===== src/rtl/pipeline_controller_if.sv =====
// pipeline_controller_if: hazard inputs and stall/flush controls between core pipeline and sequencer
interface pipeline_controller_if;
  logic [4:0] dec_rs1_addr;
  logic [4:0] dec_rs2_addr;
  logic       dec_uses_rs1;
  logic       dec_uses_rs2;
  logic [4:0] ex_rd_addr;
  logic       ex_mem_read;
  logic       ex_muldiv_valid;
  logic       take_branch;
  logic       dmem_req;
  logic       dmem_ready;
  logic       stall_pc;
  logic       stall_fet_dec;
  logic       stall_dec_ex;
  logic       stall_ex_mem;
  logic       stall_mem_wb;
  logic       flush_fet_dec;
  logic       flush_dec_ex;
  logic       flush_ex_mem;
  logic       muldiv_start;
  logic       muldiv_busy;
  modport master (
    output dec_rs1_addr, dec_rs2_addr, dec_uses_rs1, dec_uses_rs2, ex_rd_addr,
           ex_mem_read, ex_muldiv_valid, take_branch, dmem_req, dmem_ready,
    input  stall_pc, stall_fet_dec, stall_dec_ex, stall_ex_mem, stall_mem_wb,
           flush_fet_dec, flush_dec_ex, flush_ex_mem, muldiv_start, muldiv_busy
  );
  modport slave (
    input  dec_rs1_addr, dec_rs2_addr, dec_uses_rs1, dec_uses_rs2, ex_rd_addr,
           ex_mem_read, ex_muldiv_valid, take_branch, dmem_req, dmem_ready,
    output stall_pc, stall_fet_dec, stall_dec_ex, stall_ex_mem, stall_mem_wb,
           flush_fet_dec, flush_dec_ex, flush_ex_mem, muldiv_start, muldiv_busy
  );
endinterface


===== src/rtl/pipeline_controller.sv =====
// pipeline_controller: prioritised stall/flush sequencer with mul/div occupancy FSM and perf counters
module pipeline_controller #(
  parameter int MULDIV_CYCLES = 32,
  parameter int STALL_CNT_W   = 32,
  parameter int FLUSH_CNT_W   = 16
) (
  input  logic                   clk,
  input  logic                   rst_n,
  pipeline_controller_if.slave   pif,
  output logic [STALL_CNT_W-1:0] stall_cycles,
  output logic [FLUSH_CNT_W-1:0] flush_count
);
  typedef enum logic {RUN, MD_BUSY} state_t;
  state_t     state;
  logic [7:0] md_cnt;
  logic       md_done;
  logic       mem_wait, load_use, busy, md_req, md_stall, br, lu;
  // hazard terms resolved into exactly one winning rule, highest priority first
  always_comb begin
    mem_wait = pif.dmem_req & ~pif.dmem_ready;
    load_use = pif.ex_mem_read & (pif.ex_rd_addr != 5'd0) &
               ((pif.dec_uses_rs1 & (pif.dec_rs1_addr == pif.ex_rd_addr)) |
                (pif.dec_uses_rs2 & (pif.dec_rs2_addr == pif.ex_rd_addr)));
    busy     = (state == MD_BUSY);
    md_req   = busy | (pif.ex_muldiv_valid & ~md_done);
    md_stall = ~mem_wait & md_req;
    br       = ~mem_wait & ~md_req & pif.take_branch;
    lu       = ~mem_wait & ~md_req & ~pif.take_branch & load_use;
  end
  // controls are gated by rst_n so they drop the moment reset asserts
  assign pif.stall_pc      = rst_n & (mem_wait | md_stall | lu);
  assign pif.stall_fet_dec = rst_n & (mem_wait | md_stall | lu);
  assign pif.stall_dec_ex  = rst_n & (mem_wait | md_stall);
  assign pif.stall_ex_mem  = rst_n & mem_wait;
  assign pif.stall_mem_wb  = rst_n & mem_wait;
  assign pif.flush_fet_dec = rst_n & br;
  assign pif.flush_dec_ex  = rst_n & (br | lu);
  assign pif.flush_ex_mem  = rst_n & md_stall;
  assign pif.muldiv_start  = rst_n & md_stall & ~busy;
  assign pif.muldiv_busy   = rst_n & busy;
  // mul/div occupancy: everything freezes under mem_wait; md_done masks the still-valid op for one advancing cycle
  always_ff @(posedge clk or negedge rst_n) begin
    if (!rst_n) begin
      state   <= RUN;
      md_cnt  <= '0;
      md_done <= 1'b0;
    end else if (!mem_wait) begin
      md_done <= busy && md_cnt == 8'd0;
      if (busy) begin
        if (md_cnt == 8'd0) state <= RUN;
        else md_cnt <= md_cnt - 8'd1;
      end else if (pif.ex_muldiv_valid && !md_done) begin
        state  <= MD_BUSY;
        md_cnt <= 8'(MULDIV_CYCLES - 2);
      end
    end
  end
  // saturating performance counters
  always_ff @(posedge clk or negedge rst_n) begin
    if (!rst_n) begin
      stall_cycles <= '0;
      flush_count  <= '0;
    end else begin
      if (pif.stall_pc && !(&stall_cycles)) stall_cycles <= stall_cycles + 1'b1;
      if (pif.flush_fet_dec && !(&flush_count)) flush_count <= flush_count + 1'b1;
    end
  end
endmodule


===== src/flat_wrapper.sv =====
// flat-port wrapper written by rule: the top's interface ports become plain ports
module pipeline_controller_flat 
#(
  parameter int MULDIV_CYCLES = 32,
  parameter int STALL_CNT_W   = 32,
  parameter int FLUSH_CNT_W   = 16
)
  (clk, rst_n, stall_cycles, flush_count, pif_dec_rs1_addr, pif_dec_rs2_addr, pif_dec_uses_rs1, pif_dec_uses_rs2, pif_ex_rd_addr, pif_ex_mem_read, pif_ex_muldiv_valid, pif_take_branch, pif_dmem_req, pif_dmem_ready, pif_stall_pc, pif_stall_fet_dec, pif_stall_dec_ex, pif_stall_ex_mem, pif_stall_mem_wb, pif_flush_fet_dec, pif_flush_dec_ex, pif_flush_ex_mem, pif_muldiv_start, pif_muldiv_busy);
  pipeline_controller_if pif_i ();
  input  logic clk;
  input  logic rst_n;
  output logic [STALL_CNT_W-1:0] stall_cycles;
  output logic [FLUSH_CNT_W-1:0] flush_count;
  input wire logic [$bits(pif_i.dec_rs1_addr)-1:0] pif_dec_rs1_addr;
  input wire logic [$bits(pif_i.dec_rs2_addr)-1:0] pif_dec_rs2_addr;
  input wire logic [$bits(pif_i.dec_uses_rs1)-1:0] pif_dec_uses_rs1;
  input wire logic [$bits(pif_i.dec_uses_rs2)-1:0] pif_dec_uses_rs2;
  input wire logic [$bits(pif_i.ex_rd_addr)-1:0] pif_ex_rd_addr;
  input wire logic [$bits(pif_i.ex_mem_read)-1:0] pif_ex_mem_read;
  input wire logic [$bits(pif_i.ex_muldiv_valid)-1:0] pif_ex_muldiv_valid;
  input wire logic [$bits(pif_i.take_branch)-1:0] pif_take_branch;
  input wire logic [$bits(pif_i.dmem_req)-1:0] pif_dmem_req;
  input wire logic [$bits(pif_i.dmem_ready)-1:0] pif_dmem_ready;
  output wire logic [$bits(pif_i.stall_pc)-1:0] pif_stall_pc;
  output wire logic [$bits(pif_i.stall_fet_dec)-1:0] pif_stall_fet_dec;
  output wire logic [$bits(pif_i.stall_dec_ex)-1:0] pif_stall_dec_ex;
  output wire logic [$bits(pif_i.stall_ex_mem)-1:0] pif_stall_ex_mem;
  output wire logic [$bits(pif_i.stall_mem_wb)-1:0] pif_stall_mem_wb;
  output wire logic [$bits(pif_i.flush_fet_dec)-1:0] pif_flush_fet_dec;
  output wire logic [$bits(pif_i.flush_dec_ex)-1:0] pif_flush_dec_ex;
  output wire logic [$bits(pif_i.flush_ex_mem)-1:0] pif_flush_ex_mem;
  output wire logic [$bits(pif_i.muldiv_start)-1:0] pif_muldiv_start;
  output wire logic [$bits(pif_i.muldiv_busy)-1:0] pif_muldiv_busy;
  assign pif_i.dec_rs1_addr = pif_dec_rs1_addr;
  assign pif_i.dec_rs2_addr = pif_dec_rs2_addr;
  assign pif_i.dec_uses_rs1 = pif_dec_uses_rs1;
  assign pif_i.dec_uses_rs2 = pif_dec_uses_rs2;
  assign pif_i.ex_rd_addr = pif_ex_rd_addr;
  assign pif_i.ex_mem_read = pif_ex_mem_read;
  assign pif_i.ex_muldiv_valid = pif_ex_muldiv_valid;
  assign pif_i.take_branch = pif_take_branch;
  assign pif_i.dmem_req = pif_dmem_req;
  assign pif_i.dmem_ready = pif_dmem_ready;
  assign pif_stall_pc = pif_i.stall_pc;
  assign pif_stall_fet_dec = pif_i.stall_fet_dec;
  assign pif_stall_dec_ex = pif_i.stall_dec_ex;
  assign pif_stall_ex_mem = pif_i.stall_ex_mem;
  assign pif_stall_mem_wb = pif_i.stall_mem_wb;
  assign pif_flush_fet_dec = pif_i.flush_fet_dec;
  assign pif_flush_dec_ex = pif_i.flush_dec_ex;
  assign pif_flush_ex_mem = pif_i.flush_ex_mem;
  assign pif_muldiv_start = pif_i.muldiv_start;
  assign pif_muldiv_busy = pif_i.muldiv_busy;
  pipeline_controller #(.MULDIV_CYCLES(MULDIV_CYCLES), .STALL_CNT_W(STALL_CNT_W), .FLUSH_CNT_W(FLUSH_CNT_W)) u_core (.clk(clk), .rst_n(rst_n), .pif(pif_i), .stall_cycles(stall_cycles), .flush_count(flush_count));
endmodule

===== config.mk =====
export PLATFORM = sky130hd
export DESIGN_NAME = pipeline_controller_flat
export DESIGN_NICKNAME = d
export VERILOG_FILES = /design/src/rtl/pipeline_controller_if.sv /design/src/rtl/pipeline_controller.sv /design/src/flat_wrapper.sv
export SDC_FILE = /design/constraint.sdc
export NUM_CORES = 1
export LEC_CHECK = 0
export BUFFER_PORTS_ARGS = -buffer_cell sky130_fd_sc_hd__buf_2
export CELL_PAD_IN_SITES_DETAIL_PLACEMENT = 0
export CELL_PAD_IN_SITES_GLOBAL_PLACEMENT = 1
export CORE_ASPECT_RATIO = 1.4
export CORE_MARGIN = 5
export CORE_UTILIZATION = 39
export DETAILED_ROUTE_END_ITERATION = 7
export GPL_TIMING_DRIVEN = 0
export PLACE_DENSITY_LB_ADDON = 0.1
export SLEW_MARGIN = 10
export SYNTH_ARGS = -nofsm -noshare
export SYNTH_HDL_FRONTEND = slang
export SYNTH_SLANG_ARGS = --single-unit

===== constraint.sdc =====
create_clock -name clk -period 2.6 [get_ports clk]
set_input_delay 0.39 -clock clk [delete_from_list [all_inputs] [get_ports clk]]
set_output_delay 0.39 -clock clk [all_outputs]
set_load 0.05 [all_outputs]

==> results.md, run 1 <==
* Worst slew margin at a little under three fifths
* Core Box Area at approximately 7400 µm²
* DP Wirelength at ~5.4 mm
* Arr. time, crit path at slightly above 2 ns
* Cts bufs inserted at 9
* Largest net degree at the start of global routing at 36
* Drt wl/cell at roughly 15 µm
* Synth top area cells: dfrtp_1 (49%), xnor2_1 (11%), xor2_1 (5.7%)
* Combinational fraction of design power at about a quarter
* GRT Overall Usage at 16.0%
* Crit. End Element: primary output
* Layout cells sized above 1 at about 30%
* Peak Freq at between 400 and 500 MHz
* Vias post-DR at 2418
* Max FO, Critical Path at 4
* Sinks on the clock net at slightly below 60
* Area Overhead vs Synth at 28.9%
* Final min period at roughly 2.4 ns
* Avg Cell Area, Syn at between 10 and 15 µm²
* Leak at just under 2 nW
* Global route overflow at 0
* Num ports at a little over 80
* Root Driver: clkbuf_8
* # diodes at 0
* Worst clock skew at slightly above 0.01 ns
* Setup violators final at 0
* Setup slack, reg-to-reg at 0.23 ns
* CP required at about 2.2 ns
* P_sw at roughly 0.00098 W
* Synth unique cells at 40
* Final ANT Viol Nets at 0
* Critical path type: input pin to primary output
* H-Tree Depth at 3
* Final Hold Viols at 0
* Seq/Total Area, Yosys at 49.3%
* Clock Tree Buf Depth at 2
* Buffers on Ports at 81
* Layout net count at approximately 420
* Initial antenna violation count at 0
* Die ar. at about 9400 µm²
* Synth warn at 0
* Yosys reg bits at a little under 60
* FILL cells at around 710
* Setup TNS at 0 ns
* CTS tree: yes
* Initial DRT Pass Iterations at 4
* Vias in the first global route at approximately 2.5k
* DR vias/cell at slightly below 5
* Overall Power at between 0.002 and 0.003 W
* Post-Syn Area at a little under 3000 µm²
* Clock-pin slew of the registers on the worst-case setup and hold paths at about 0.070 ns
* Post-synth EDFFs at 0
* Int Pwr at roughly 0.0018 W
* Worst Hold Class: flip-flop to flip-flop
* Top cells by count, synth: dfrtp_1 (58), nand2_1 (37), xnor2_1 (36)
* Worst vdd ir at ~630 µV
* Slew Limit Fails at 0
* Max Cap Viol at 0
* Final period util at a little over nine tenths
* Drt initial violations at 79
* Seq pwr share at slightly above 40%
* Most common cell in the netlist: dfrtp_1
* Chip Height at approximately 110 µm
* Post-synth net total at roughly 320
* Clock share of power at between 30% and 40%
* Initial Util at 40.0%
* Residual DRC count at 0
* Switching part of the total power at between 30 and 40%
* Ys flop type: dfrtp_1
* Status: completed
* CP startpoint kind: input pin
* # rows at 37
* Worst Tran Pin Value at roughly 0.64 ns
* Die Span X at about 83 µm
* RSZ-0062 raised after global routing: false
* Synth top area share at between 40% and 50%
* GP Congestion at between 0.7 and 0.8
* WL final at approximately 7.2 mm
* Pwr dens at between 700 and 800 nW/µm²
* Cell taking the most area after synthesis: dfrtp_1
* Post-synthesis async set-or-reset flop share at 100%
* Clk Latency, worst-skew pair at ~0.34 ns
* Cells after Synth at around 300
* First-pass GRT wire length at between 10 and 15 mm
==> final timing paths <==
path,from,endpoint,cells past startpoint
min in group asynchronous,rst_n,u_core.md_done,2
setup / recovery,pif_ex_rd_addr[0],pif_stall_pc,8
hold reg to reg,u_core.flush_count[11],u_core.flush_count[11],1
setup reg to reg,u_core.stall_cycles[8],u_core.stall_cycles[12],9
hold / removal,u_core.flush_count[11],u_core.flush_count[11],1
max in group asynchronous,rst_n,u_core.stall_cycles[19],3
==> cell families after synthesis <==
family	Yosys count	synth area share [%]
AND/OR/NAND/NOR	131	23.2
flip-flops	58	49.3
XOR/XNOR	55	16.4
AO/OA/AOI/OAI	22	5.06
buffers and inverters	22	3.65
multiplexers	3	1.15
adder cells (fa/ha/maj)	3	1.28
==> placed cells by master (no fill, tap or decap), types with 5 or more instances in the layout <==
master / synthesis / final
and3_1: 6 / 6
buf_2: 2 / 82
clkbuf_8: 0 / 12
dfrtp_1: 58 / 58
inv_1: 12 / 12
nand2_1: 37 / 37
nand3_1: 9 / 9
nand4_1: 18 / 18
nor2_1: 17 / 17
nor2b_1: 5 / 5
nor3_1: 13 / 12
o21ai_0: 8 / 8
or3_1: 7 / 7
xnor2_1: 36 / 36
xor2_1: 19 / 19
==> worst max-delay path, stage by stage <==
cell and delay (ns):
buf_2 0.14, or4_1 0.59, o21ai_0 0.18, inv_1 0.10
a21boi_4 0.23, nor2b_1 0.09, buf_4 0.13, buf_2 0.20
==> registers in the layout, indices dropped and copies added (netlist names) <==
register and count:
u_core.md_cnt 8, u_core.md_done 1, u_core.stall_cycles 32, u_core.flush_count 16, u_core.busy 1
==> repair_timing <==
action / 4_1_cts / 5_1_grt
hold endpoints to repair: 1 / 0
hold buffers: 1 / 0
endpoints found under the setup margin: 16 / 29
gates resized for setup: 3 / 6
buffers inserted: 0 / 1
pin swaps: 0 / 1
==> power groups by stage <==
stage | Combinational, W | Sequential (W) | Clock, W
6_report | 0.000687 | 0.00115 | 0.000986
5_1_grt | 0.000750 | 0.00117 | 0.00105
4_1_cts | 0.000694 | 0.00115 | 0.00101
3_5_place_dp | 0.000688 | 0.00117 | 0
3_3_place_gp | 0.000677 | 0.00116 | 0
2_1_floorplan | 0.000276 | 0.00137 | 0
==> per-layer routing <==
metal | vias up | share of wire [%] | GRT usage [%]
met4 | 0 | 1.8 | 7.08
met5 | - | 0 | 0
met1 | 1144 | 47 | 21.9
li1 | 1197 | - | -
met3 | 11 | 4.4 | 2.77
met2 | 66 | 47 | 25.1
==> per-stage QoR <==
step	setup WS, ns	std cells	utilization, %	hold WS [ns]	area [µm²]
after global placement	-0.431	472	47.2	0.465	3470
after CTS	0.00833	490	51.1	0.484	3760
after detailed placement	-0.131	473	47.5	0.361	3490
after global routing	0.0191	490	51.5	0.511	3790
after floorplan	0.00517	294	-	0.0944	2940
final	0.158	490	51.5	0.476	3790
==> layout make-up <==
type	instances	area (µm²)	area share, %
tap	97	121	3.20
clock inverter	4	72.6	1.91
sequential	58	1450	38.3
clock buffer	12	165	4.35
timing repair buffer	84	453	11.9
buffer	8	55.1	1.45
multi-input combinational	214	1430	37.6
inverter	13	48.8	1.29
(Power assumes the default switching activity.)
==> inputs of run 2 (changes only) <==
- SETUP_SLACK_MARGIN: unset -> 0.3
==> run 2 against run 1 <==
Net effect:
- critical path depth grew 2
- clock power decreased by 7.4%
- total power grew 2.6%
- non-clock buffer count is 13 higher
- via count increased by 3.2%
- sequential power is essentially flat
- flip-flop and latch count is the same
- hold slack got worse by 0.43 ns
- combinational power increased by 17%
- utilization grew 3.3 points
- cell area increased by 6.4%
- wire length increased by 4.5%
- critical path type is now flip-flop to flip-flop
- highest routed layer is now met5
==> results.md, run 2 (synthesized netlist as in run 1, its figures left out) <==
* CTS tree: yes
* Dpl ws at -0.0344 ns
* Setup violators final at 0
* Worst clock skew at ~0.0085 ns
* Most common cell after layout, fill and taps aside: buf_2
* Chip Height at ~110 µm
* CP required at around 2.8 ns
* GRT Overall Usage at ~16%
* Drt initial violations at 96
* Clk Latency, worst-skew pair at roughly 0.34 ns
* Clock Tree Buf Depth at 2
* Area Overhead vs Synth at 37.1%
* Worst setup startpoint: u_core.md_cnt[0]
* Sinks on the clock net at between 50 and 60
* Core Box Area at about 7400 µm²
* Residual DRC count at 0
* Die Span X at about 83 µm
* Initial DRT Pass Iterations at 4
* Largest Register: u_core.stall_cycles
* Arr. time, crit path at ~2.5 ns
* Worst Tran Pin Value at between 1 and 1.5 ns
* H-Tree Depth at 3
* Drt wl/cell at 15.0 µm
* Vias in the first global route at roughly 2.5k
* # rows at 37
* Leak at 2.00 nW
* Layout cells sized above 1 at 37.9%
* Worst vdd ir at about 550 µV
* Vias post-DR at roughly 2.5k
* Commonest cells after routing, fill and taps aside: buf_2 (80), dfrtp_1 (45), nand2_1 (37), xnor2_1 (36), xor2_1 (19)
* Final min period at between 2 and 2.5 ns
* Largest regs: u_core.stall_cycles: 32 flops, u_core.flush_count: 16 flops, u_core.md_cnt: 8 flops
* Fin area at roughly 4000 µm²
* Crit. End Element: flip-flop
* Setup TNS at 0 ns
* Max Cap Viol at 0
* Buffers on Ports at 81
* R2R depth at 10
* FILL cells at between 600 and 700
* Cts bufs inserted at 9
* Final Hold Viols at 0
* GP Congestion at 0.847
* Reg2Reg Launch Point: u_core.md_cnt[0]
* Layout net count at 428
* Die ar. at around 9400 µm²
* WL final at 7.54 mm
* Status: completed
* Clock-pin slew of the registers on the worst-case setup and hold paths at around 0.070 ns
* Final ANT Viol Nets at 0
* Finished Core Util at 54.8%
* Global route overflow at 0
* Root Driver: clkbuf_8
* Largest net degree at the start of global routing at 44
* Num ports at about 80
* Final period util at roughly 87%
* Pwr dens at 717 nW/µm²
* DP Wirelength at roughly 5.4 mm
* Worst slew margin at between 30% and 40%
* RSZ-0062 raised after global routing: true
* CP startpoint kind: flip-flop
* Worst Hold Class: input pin to async pin
* Initial antenna violation count at 2
* Max FO, Critical Path at 5
* Critical path type: flip-flop to flip-flop
* Slew Limit Fails at 0
* Peak Freq at around 440 MHz
* Final hold slack at around 0.046 ns
* Initial Util at roughly 40%
* DR vias/cell at ~5.0
* Post-placement cell area at 3510 µm²
* Worst setup margin at between 0.3 and 0.4 ns
* First-pass GRT wire length at 12.3 mm
* Number of flip-flops in the largest register at 32
-- run 2: layer usage --
| metal | track usage, % | vias to the layer above | routed length [µm] |
|---|---|---|---|
| met4 | 6.76 | 2 | 116 |
| met3 | 5.10 | 13 | 457 |
| met5 | 0 | - | 13 |
| li1 | - | 1227 | - |
| met1 | 20.1 | 1187 | 3230 |
| met2 | 26.0 | 66 | 3720 |
-- run 2: worst max-delay path: stages, from the launching register on --
cell	delay, ns
dfrtp_1	0.39
inv_1	0.07
ha_1	0.15
inv_2	0.04
or3_4	0.33
or4_4	0.45
nor3b_4	0.26
or3_4	0.20
clkbuf_16	0.14
a211o_1	0.09
nand2_1	0.04
-- run 2: final timing paths --
kind	slack, ns	endpoint
min reg2reg	0.48	u_core.stall_cycles[22]
min	0.05	u_core.md_cnt[7]
min in group clk	0.48	u_core.stall_cycles[22]
max	0.34	u_core.md_cnt[2]
max in group asynchronous	1.08	u_core.stall_cycles[4]
max reg2reg	0.34	u_core.md_cnt[2]
-- run 2: area by class of cell --
| class | instances | area, µm² | area share, % |
|---|---|---|---|
| diodes | 1 | 2.50 | 0.0620 |
| plain buffers | 9 | 81.3 | 2.01 |
| clock buffers | 14 | 153 | 3.78 |
| clock inverters | 2 | 60.1 | 1.49 |
| inverters | 13 | 48.8 | 1.21 |
| multi-input cells | 214 | 1510 | 37.5 |
| flip-flops and latches | 58 | 1470 | 36.4 |
| well taps | 97 | 121 | 3.01 |
| repair buffers | 96 | 589 | 14.6 |
-- run 2: stage by stage --
step	instances	total power, W
6_report	504	0.00289
2_1_floorplan	294	0.00165
5_1_grt	504	0.00304
3_5_place_dp	473	0.00186
4_1_cts	490	0.00280
3_3_place_gp	472	0.00184
-- run 2: where the power goes --
part | leakage [nW] | internal [W] | switching [W]
Clock | 0.105 | 0.000568 | 0.000345
Combinational | 1.15 | 0.000296 | 0.000510
Sequential | 0.739 | 0.00102 | 0.000152
Total | 2.00 | 0.00189 | 0.00101
-- run 2: repair_timing --
item                       4_1_cts  5_1_grt
gates resized for setup          9       31
hold buffers                     1        0
hold endpoints to repair        21        0
buffers inserted                 0       11
setup endpoints to repair       36       28
pin swaps                        2        9
cloned                           0        2
